File: src/rtl/vcr_ovc_ctrl_pkg.sv
// rtl/vcr_ovc_ctrl_pkg.sv - output-VC state encodings shared by the OVC tracker
package vcr_ovc_ctrl_pkg;

  localparam int OVC_STATE_WIDTH = 2;

  typedef enum logic [OVC_STATE_WIDTH-1:0] {
    OVC_STATE_IDLE   = 2'd0,
    OVC_STATE_ACTIVE = 2'd1,
    OVC_STATE_DRAIN  = 2'd2
  } ovc_state_t;

endpackage

File: src/rtl/vcr_ovc_state.sv
// rtl/vcr_ovc_state.sv - one output VC: allocation FSM, downstream credit counter, sticky error
import vcr_ovc_ctrl_pkg::*;

module vcr_ovc_state #(
  parameter int buffer_size          = 8,
  parameter int atomic_vc_allocation = 1,
  parameter int cred_width           = $clog2(buffer_size + 1)
) (
  input  logic clk,
  input  logic reset,
  input  logic gnt,
  input  logic flit,
  input  logic tail,
  input  logic cred,
  output logic elig,
  output logic free_nonspec,
  output logic empty,
  output logic error
);

  localparam logic [cred_width-1:0] cred_full = cred_width'(buffer_size);
  localparam logic [cred_width-1:0] cred_one  = cred_width'(1);

  ovc_state_t            state, state_n;
  logic [cred_width-1:0] cnt, cnt_n;
  logic                  err;

  // Every event is judged against the registered state and count; an illegal
  // event is dropped and only raises the sticky error.
  always_comb begin
    state_n = state;
    cnt_n   = cnt;
    err     = 1'b0;
    if (gnt) begin
      if (state != OVC_STATE_IDLE) err = 1'b1;
      else                         state_n = OVC_STATE_ACTIVE;
    end
    if (flit) begin
      if (state != OVC_STATE_ACTIVE || cnt == '0) begin
        err = 1'b1;
      end else begin
        cnt_n = cnt - cred_one;
        if (tail) state_n = (atomic_vc_allocation != 0) ? OVC_STATE_DRAIN : OVC_STATE_IDLE;
      end
    end
    if (cred) begin
      if (cnt == cred_full) err = 1'b1;
      else                  cnt_n = cnt_n + cred_one;
    end
    if (state == OVC_STATE_DRAIN && cnt_n == cred_full) state_n = OVC_STATE_IDLE;
  end

  // Outputs are registered from next-state values so they settle one cycle after the event.
  always_ff @(posedge clk or posedge reset) begin
    if (reset) begin
      state        <= OVC_STATE_IDLE;
      cnt          <= cred_full;
      elig         <= 1'b1;
      free_nonspec <= 1'b1;
      empty        <= 1'b1;
      error        <= 1'b0;
    end else begin
      state        <= state_n;
      cnt          <= cnt_n;
      elig         <= (state_n == OVC_STATE_IDLE);
      free_nonspec <= (cnt_n != '0);
      empty        <= (cnt_n == cred_full);
      error        <= error | err;
    end
  end

endmodule

File: src/rtl/vcr_ovc_ctrl.sv
// rtl/vcr_ovc_ctrl.sv - per-output-port bank of output-VC trackers feeding the allocators
import vcr_ovc_ctrl_pkg::*;

module vcr_ovc_ctrl #(
  parameter int num_message_classes  = 2,
  parameter int num_resource_classes = 2,
  parameter int num_vcs_per_class    = 1,
  parameter int buffer_size          = 8,
  parameter int atomic_vc_allocation = 1,
  parameter int num_vcs              = num_message_classes * num_resource_classes * num_vcs_per_class
) (
  input  logic               clk,
  input  logic               reset,
  input  logic [num_vcs-1:0] vc_gnt_ovc,
  input  logic               flit_valid,
  input  logic               flit_tail,
  input  logic [num_vcs-1:0] flit_sel_ovc,
  input  logic               cred_valid,
  input  logic [num_vcs-1:0] cred_sel_ovc,
  output logic [num_vcs-1:0] elig_ovc,
  output logic [num_vcs-1:0] free_nonspec_ovc,
  output logic [num_vcs-1:0] empty_ovc,
  output logic [num_vcs-1:0] error_ovc
);

  for (genvar i = 0; i < num_vcs; i++) begin : g_ovc
    vcr_ovc_state #(
      .buffer_size          (buffer_size),
      .atomic_vc_allocation (atomic_vc_allocation)
    ) u_ovc_state (
      .clk          (clk),
      .reset        (reset),
      .gnt          (vc_gnt_ovc[i]),
      .flit         (flit_valid & flit_sel_ovc[i]),
      .tail         (flit_tail),
      .cred         (cred_valid & cred_sel_ovc[i]),
      .elig         (elig_ovc[i]),
      .free_nonspec (free_nonspec_ovc[i]),
      .empty        (empty_ovc[i]),
      .error        (error_ovc[i])
    );
  end

endmodule

File: config.mk
export PLATFORM = sky130hd
export DESIGN_NAME = vcr_ovc_ctrl
export DESIGN_NICKNAME = d
export VERILOG_FILES = /design/src/rtl/vcr_ovc_ctrl_pkg.sv /design/src/rtl/vcr_ovc_state.sv /design/src/rtl/vcr_ovc_ctrl.sv
export SDC_FILE = /design/constraint.sdc
export NUM_CORES = 1
export LEC_CHECK = 0
export CORE_ASPECT_RATIO = 1.1
export CORE_UTILIZATION = 63
export CTS_CLUSTER_DIAMETER = 60
export DETAILED_ROUTE_END_ITERATION = 12
export DONT_BUFFER_PORTS = 1
export PLACE_DENSITY_LB_ADDON = 0.25
export SLEW_MARGIN = 0
export SYNTH_ARGS = -nofsm -noshare
export SYNTH_HDL_FRONTEND = slang
export SYNTH_SLANG_ARGS = --single-unit
File: constraint.sdc
create_clock -name clk -period 8.71 [get_ports clk]
set_clock_uncertainty 0.15 [all_clocks]
set_input_delay 2.1775 -clock clk [delete_from_list [all_inputs] [get_ports clk]]
set_output_delay 2.1775 -clock clk [all_outputs]
set_load 0.005 [all_outputs]
==> qor.csv, run 1 <==
metric,value,unit
status,"complete, no violations",
drt_pass1_iterations,5,
min_from,g_ovc[1].u_ovc_state.error,
cts_num_sinks,40,
fin_cells,329,
synth_area,2660,um^2
synthToLayoutAreaGrowth,1.27,%
first_iter_violations,166,
fin_nets,301,
power.leakage,1.07,nW
grt_overflow,0,
max-vdd-ir-drop,0.000177,V
wirelength,5200,um
drcViolationCount,0,
synthesis.nets,313,
die_area,4490,um^2
fin_crit,3970,ps
clock_path_buffers,2,
port-buffer-count,0,
cts_setup_buffers,0,
timing.fmax,252,MHz
synthFlopType,dfrtp_1,
wire_per_inst,15.8,um
pwr_density_cell,330,nW/um^2
rr_startpoint,g_ovc[1].u_ovc_state.cnt[0],
syn_avg_cell_area,9.24,um^2
period_share,0.455,
startpoint_type,primary input,
async_flop_share,1.00,
final_hold_viol_count,0,
clock_latency,290,ps
final_layout_size_suffix_gt1_frac,0.181,
coreArea,3990,um^2
yosysWarningCount,0,
postRouteAntennaNets,0,
final_common_cell,dfrtp_1,
rsz0062_at_grt,no,
grt_pass1_vias,1998,
placed_cell_area,2590,um^2
hold_depth,2,
dp_hpwl,3870,um
track_usage,0.254,
cts-root-buf,clkbuf_8,
endpoint_kind,flip-flop,
multi_input_area,1420,um^2
critPathKind,in2reg,
cts_tree,done,
seqCellArea,1020,um^2
setup_tns,0,ps
num-fill-cells,314,
rr_endpoint,g_ovc[1].u_ovc_state.empty,
post-place-cells,321,
reg2reg_slack,5570,ps
antenna_found_initial,0,
route.vias.total,2081,
io_pins,33,
grt_max_degree,41,
cp_max_fo,5,
maxSlewViolCount,0,
rr_worst_depth,11,
synth_seq_cells,40,
hold_path_end,g_ovc[1].u_ovc_state.error,
arrival,3980,ps
layout_common_cells,"dfrtp_1 (24), a21oi_1 (21), inv_1 (20)",
worst_pin_slew,496,ps
dieHeight,70.2,um
maxSlewHeadroom,0.668,
diodes,0,
cts_hold_buffers,0,
drv_cap,0,
cp.required,8720,ps
num_rows,24,
synthCells,288,
viasPerCell,6.33,
fin_area,2690,um^2
place.gp.congestion,0.926,
synth-edff-count,0,
setup_viol,0,
yosysSeqAreaShare,0.384,
die_w,64.0,um
cts_buffers,5,
hold_class,reg2reg,
cts_resized,0,
initial_core_util,0.666,
cts_max_level,2,
clkSlewWorstSetupHoldPaths,80,ps
yosys.cell_types.count,50,
grt_pass1_wl,8780,um
==> flip-flops by register name, summed over array words and instances (netlist names) <==
signal / cells
g_ovc.u_ovc_state.error: 4
g_ovc.u_ovc_state.free_nonspec: 4
g_ovc.u_ovc_state.empty: 4
g_ovc.u_ovc_state.elig: 4
g_ovc.u_ovc_state.cnt: 16
g_ovc.u_ovc_state.state: 8
==> power breakdown <==
group / internal [W] / total (W) / switching, W / leakage, nW
logic: 0.000173 / 0.000396 / 0.000223 / 0.598
clock network: 0.0000722 / 0.000133 / 0.0000609 / 0.0515
registers: 0.000275 / 0.000359 / 0.0000835 / 0.425
==> synth_stat cells, drive strengths merged (8+ instances only) <==
library cell | n | area share
o211ai | 8 | 0.023
ha | 8 | 0.038
nor3 | 11 | 0.021
nand3 | 17 | 0.032
buf | 18 | 0.049
inv | 21 | 0.030
dfstp | 16 | 0.16
dfrtp | 24 | 0.23
a21oi | 21 | 0.040
o21ai | 14 | 0.026
nor2 | 11 | 0.016
nand2 | 16 | 0.023
==> critical path, stage by stage <==
cell and delay, ps:
and4b_1 280, a21oi_1 100, or2_2 320, ha_1 180, nand3_1 130, a211oi_1 90
a311o_1 340, a21oi_1 240, a31oi_1 120
==> layout make-up <==
cell class,instances,share of cell area
inverters,21,0.0293
clock buffers,8,0.0372
well taps,52,0.0242
flip-flops and latches,40,0.379
repair buffers,1,0.00279
multi-input cells,207,0.528
==> worst max-delay path by stage <==
stage | from | end | slack (ps) | depth (start not counted)
final | flit_sel_ovc[0] | g_ovc[0].u_ovc_state.state[1] | 4740 | 9
after floorplan | flit_valid | g_ovc[0].u_ovc_state.state[1] | 4460 | 10
after CTS | flit_sel_ovc[0] | g_ovc[0].u_ovc_state.state[1] | 4760 | 9
after global routing | flit_sel_ovc[2] | g_ovc[2].u_ovc_state.state[1] | 4560 | 8
after detailed placement | flit_sel_ovc[0] | g_ovc[0].u_ovc_state.state[1] | 4450 | 9
after global placement | flit_sel_ovc[0] | g_ovc[0].u_ovc_state.state[1] | 4480 | 9
==> per-layer routing <==
metal  track usage  part of all wire  vias to the layer above
met5             0                 0                        -
met4         0.106             0.016                        0
met3        0.0703             0.059                        9
met2         0.424              0.50                       68
met1         0.304              0.43                      976
li1              -                 -                     1028
==> through the flow <==
| stage | total power, W | util | setup WS [ps] | hold slack [ps] |
|---|---|---|---|---|
| 2_1_floorplan | 0.000688 | - | 4460 | 294 |
| 3_3_place_gp | 0.000740 | 0.649 | 4480 | 338 |
| 3_5_place_dp | 0.000751 | 0.649 | 4450 | 351 |
| 4_1_cts | 0.000889 | 0.674 | 4760 | 370 |
| 5_1_grt | 0.000965 | 0.674 | 4560 | 380 |
| 6_report | 0.000888 | 0.674 | 4740 | 359 |
==> logic make-up (layout without fill, tap and decap cells) <==
kind of cell,count (synthesis),after routing,share of synthesized area
adder cells (fa/ha/maj),8,8,0.0376
AND/OR/NAND/NOR,107,107,0.243
flip-flops,40,40,0.384
AO/OA/AOI/OAI,74,74,0.190
XOR/XNOR,12,12,0.0395
multiplexers,6,6,0.0245
buffers and inverters,41,30,0.0818
Power figures use the tool's default switching activity.
==> run 2: changes to the inputs <==
==> constraint.sdc (replaced) <==
create_clock -name clk -period 4.06 [get_ports clk]
set_clock_uncertainty 0.15 [all_clocks]
set_input_delay 1.015 -clock clk [delete_from_list [all_inputs] [get_ports clk]]
set_output_delay 1.015 -clock clk [all_outputs]
set_load 0.005 [all_outputs]
==> run 2 against run 1 <==
Register-to-register slack got worse by 4700 ps. First-iteration DRC count fell by 19%. Worst hold slack about the same. Total power up 110%. Critical endpoint is now g_ovc[1].u_ovc_state.empty.
==> qor.csv, run 2 (same netlist as run 1, synthesis figures left out) <==
metric,value,unit
status,"complete, no violations",
coreArea,3990,um^2
period_share,0.778,
layout_common_cells,"dfrtp_1 (24), a21oi_1 (21), inv_1 (20)",
cts_setup_buffers,0,
drcViolationCount,0,
reg.largest.list,"g_ovc.u_ovc_state.cnt (16), g_ovc.u_ovc_state.state (8)",
largest_reg_flops,16,
rsz0062_at_grt,no,
final_layout_size_suffix_gt1_frac,0.177,
regMostFlops,g_ovc.u_ovc_state.cnt,
drt_pass1_iterations,5,
timing.fmax,317,MHz
hold_class,reg2reg,
pwr_density_cell,709,nW/um^2
whs,360,ps
met1_usage,0.326,
postRouteAntennaNets,0,
antenna_found_initial,0,
arrival,3220,ps
clock_latency,290,ps
synthToLayoutAreaGrowth,0.894,%
fin_crit,3160,ps
cts_max_level,2,
cts_hold_buffers,0,
grt_use_met2,0.415,
dp_hpwl,3800,um
grt_pass1_vias,1967,
critPathKind,reg2reg,
cts_num_sinks,40,
cts-root-buf,clkbuf_8,
startpoint_type,flip-flop,
busiest_layer,met2,
setup_viol,0,
track_usage,0.254,
cts_resized,0,
worst_pin_slew,515,ps
grt_overflow,0,
grt_max_degree,41,
first_iter_violations,134,
dieHeight,70.2,um
initial_core_util,0.666,
cts_buffers,5,
cts_tree,done,
clkSlewWorstSetupHoldPaths,70,ps
num-fill-cells,329,
io_pins,33,
max-vdd-ir-drop,0.000378,V
fin_nets,301,
diodes,0,
die_area,4490,um^2
cp_max_fo,8,
grt_pass1_wl,8800,um
port-buffer-count,0,
drv_cap,0,
place.gp.congestion,0.926,
wire_per_inst,16.1,um
final_common_cell,dfrtp_1,
cp.required,4120,ps
setup_tns,0,ps
endpoint_kind,flip-flop,
wirelength,5300,um
final_hold_viol_count,0,
die_w,64.0,um
viasPerCell,6.40,
power.leakage,1.07,nW
maxSlewViolCount,0,
clock_path_buffers,2,
use_met3,0.0588,
maxSlewHeadroom,0.656,
route.vias.total,2107,
num_rows,24,
run 2: cell counts in the layout (fill, tap and decap cells not counted):
No cell type changed its count.
run 2: layout make-up:
| type | instances | area (um^2) | area share |
|---|---|---|---|
| sequential | 40 | 1020 | 0.380 |
| inverter | 21 | 78.8 | 0.0294 |
| clock buffer | 8 | 90.1 | 0.0336 |
| tap | 52 | 65.1 | 0.0242 |
| timing repair buffer | 1 | 7.51 | 0.00280 |
| multi-input combinational | 207 | 1420 | 0.530 |
run 2: routing by layer:
metal  share of wire  vias to the layer above  routed length (um)
li1                -                     1028                   -
met1            0.43                     1001                2300
met2            0.49                       72                2590
met3           0.063                        6                 335
met4           0.013                        0                  67
met5               0                        -                   0
run 2: stage by stage:
stage	worst slack, ps	std cells	total power (W)	instance area (um^2)	utilization
6_report	901	329	0.00190	2680	0.672
3_5_place_dp	959	321	0.00161	2590	0.649
2_1_floorplan	973	288	0.00148	2660	-
5_1_grt	695	329	0.00205	2680	0.672
3_3_place_gp	992	321	0.00159	2590	0.649
4_1_cts	956	329	0.00189	2680	0.672
run 2: final timing paths:
path / from / end / slack [ps] / cells after the start
min in group asynchronous: reset / g_ovc[0].u_ovc_state.state[1] / 580 / 2
worst min register to register: g_ovc[1].u_ovc_state.error / g_ovc[1].u_ovc_state.error / 360 / 2
worst max register to register: g_ovc[1].u_ovc_state.cnt[0] / g_ovc[1].u_ovc_state.empty / 900 / 11
worst min-delay path: g_ovc[1].u_ovc_state.error / g_ovc[1].u_ovc_state.error / 360 / 2
worst max-delay path: g_ovc[1].u_ovc_state.cnt[0] / g_ovc[1].u_ovc_state.empty / 900 / 11
max in group asynchronous: reset / g_ovc[1].u_ovc_state.elig / 2820 / 2
run 2: report_power, final:
| part | internal (W) | leakage [nW] | total (W) | switching (W) |
|---|---|---|---|---|
| logic | 0.000372 | 0.598 | 0.000854 | 0.000482 |
| clock network | 0.000139 | 0.0455 | 0.000277 | 0.000138 |
| registers | 0.000590 | 0.425 | 0.000771 | 0.000181 |
run 2: worst max-delay path: stages (launching register included):
cell and delay [ps]:
dfrtp_1 430, inv_1 110, ha_1 290, nor3b_1 480, nor2_1 210, mux2i_1 190
ha_1 230, and3_1 210, o211ai_1 220, nand2_1 70, or2_2 300, nor3b_1 200
==> run 3: changes to the inputs <==
==> constraint.sdc (replaced) <==
create_clock -name clk -period 3.15 [get_ports clk]
set_clock_uncertainty 0.15 [all_clocks]
set_input_delay 0.7875 -clock clk [delete_from_list [all_inputs] [get_ports clk]]
set_output_delay 0.7875 -clock clk [all_outputs]
set_load 0.005 [all_outputs]
==> run 3 against run 2 <==
Worst hold slack got worse by 15 ps. Via count increased by 0.28%. Cell count unchanged. Worst setup slack got worse by 780 ps. Highest routed layer unchanged.
==> qor.csv, run 3 (same netlist as run 1, synthesis figures left out) <==
metric,value,unit
status,"complete, no violations",
drcViolationCount,0,
max-vdd-ir-drop,0.000487,V
largest_reg_flops,16,
drt_pass1_iterations,5,
cts_setup_buffers,0,
diodes,0,
synthToLayoutAreaGrowth,3.39,%
viasPerCell,6.42,
postRouteAntennaNets,0,
path_cells,inv_1 -> ha_1 -> or3b_2 -> nand3_1 -> nand2_1 -> ha_1 -> and3_1 -> o211ai_1 -> nand2_1 -> or2_2 -> nor3b_1,
path_delay_family,simple AND/OR/NAND/NOR gates,
die_w,64.0,um
grt_pass1_vias,2021,
fin_cells,329,
reg.largest.list,"g_ovc.u_ovc_state.cnt (16), g_ovc.u_ovc_state.state (8)",
use_met3,0.0686,
fin_crit,3030,ps
grt_use_met2,0.421,
cts_hold_buffers,0,
cp_max_fo,8,
power_frac_seq,0.387,
max_stage_delay,520,ps
crit_slowest_cell,or3b_2,
met1_usage,0.321,
track_usage,0.259,
cts_tree,done,
grt_max_degree,41,
maxSlewViolCount,0,
grt_pass1_wl,8890,um
setup_viol,0,
fin_nets,301,
wire_per_inst,16.7,um
startpoint_type,flip-flop,
busiest_layer,met2,
num-fill-cells,304,
port-buffer-count,0,
clock_path_buffers,2,
final_hold_viol_count,0,
final_layout_size_suffix_gt1_frac,0.209,
power.leakage,1.09,nW
pwr_density_cell,944,nW/um^2
place.gp.congestion,0.881,
post-place-cells,321,
worst_pin_slew,528,ps
crit_buf_inv,1,
switching_share,0.410,
utilization,0.689,
multi_input_area,1450,um^2
cts_num_sinks,40,
maxSlewHeadroom,0.644,
internal-power,0.00153,W
period_share,0.961,
seqCellArea,1020,um^2
die_area,4490,um^2
power_frac_comb,0.433,
cts-root-buf,clkbuf_8,
num_rows,24,
initial_core_util,0.666,
timing.fmax,330,MHz
drv_cap,0,
final_common_cell,dfrtp_1,
p_clk_frac,0.179,
clkSlewWorstSetupHoldPaths,80,ps
cts_buffers,5,
reg2reg_slack,120,ps
hold_class,in2async,
endpoint_kind,flip-flop,
wirelength,5480,um
critPathKind,reg2reg,
cts_max_level,2,
route.vias.total,2113,
dieHeight,70.2,um
dp_hpwl,3860,um
io_pins,33,
switching_power,0.00106,W
first_iter_violations,193,
regMostFlops,g_ovc.u_ovc_state.cnt,
antenna_found_initial,0,
cp.required,3220,ps
arrival,3100,ps
grt_overflow,0,
cts_resized,0,
coreArea,3990,um^2
clock_latency,300,ps
layout_common_cells,"dfrtp_1 (24), inv_1 (20), a21oi_1 (19)",
==> run 3: area by class of cell <==
class                           instances  area share
Multi-Input combinational cell        207       0.528
Clock buffer                            7      0.0350
Clock inverter                          1      0.0109
Inverter                               21      0.0287
Timing Repair Buffer                    1     0.00273
Tap cell                               52      0.0237
Sequential cell                        40       0.371
==> run 3: layer usage <==
metal / routed length (um) / vias to the layer above
li1: - / 1025
met1: 2460 / 1018
met2: 2620 / 58
met3: 281 / 12
met4: 116 / 0
met5: 0 / -
==> run 3: final timing paths <==
kind,from,endpoint,depth (start not counted)
min reg2reg,g_ovc[0].u_ovc_state.error,g_ovc[0].u_ovc_state.error,1
min in group clk,g_ovc[0].u_ovc_state.error,g_ovc[0].u_ovc_state.error,1
max,g_ovc[1].u_ovc_state.cnt[0],g_ovc[1].u_ovc_state.empty,11
max reg2reg,g_ovc[1].u_ovc_state.cnt[0],g_ovc[1].u_ovc_state.empty,11
min,reset,g_ovc[2].u_ovc_state.error,2
max in group asynchronous,reset,g_ovc[3].u_ovc_state.cnt[3],2
==> run 3: power by group through the flow <==
| stage | clock [W] | sequential [W] | combinational (W) |
|---|---|---|---|
| global placement | 0 | 0.000988 | 0.00105 |
| CTS | 0.000472 | 0.000988 | 0.00109 |
| global route | 0.000492 | 0.00104 | 0.00125 |
| finish | 0.000465 | 0.00101 | 0.00112 |
| floorplan | 0 | 0.000926 | 0.000976 |
| detailed placement | 0 | 0.000993 | 0.00108 |
==> run 3: per-stage QoR <==
step | hold WS [ps] | area, um^2 | worst slack, ps | setup TNS, ps | power (W)
after floorplan | 294 | 2660 | 291 | 0 | 0.00190
after global placement | 343 | 2590 | 121 | 0 | 0.00204
after detailed placement | 336 | 2590 | 51.7 | 0 | 0.00207
after CTS | 358 | 2720 | 40.4 | 0 | 0.00255
after global routing | 377 | 2750 | -8.12 | -8.12 | 0.00278
final | 345 | 2750 | 122 | 0 | 0.00260
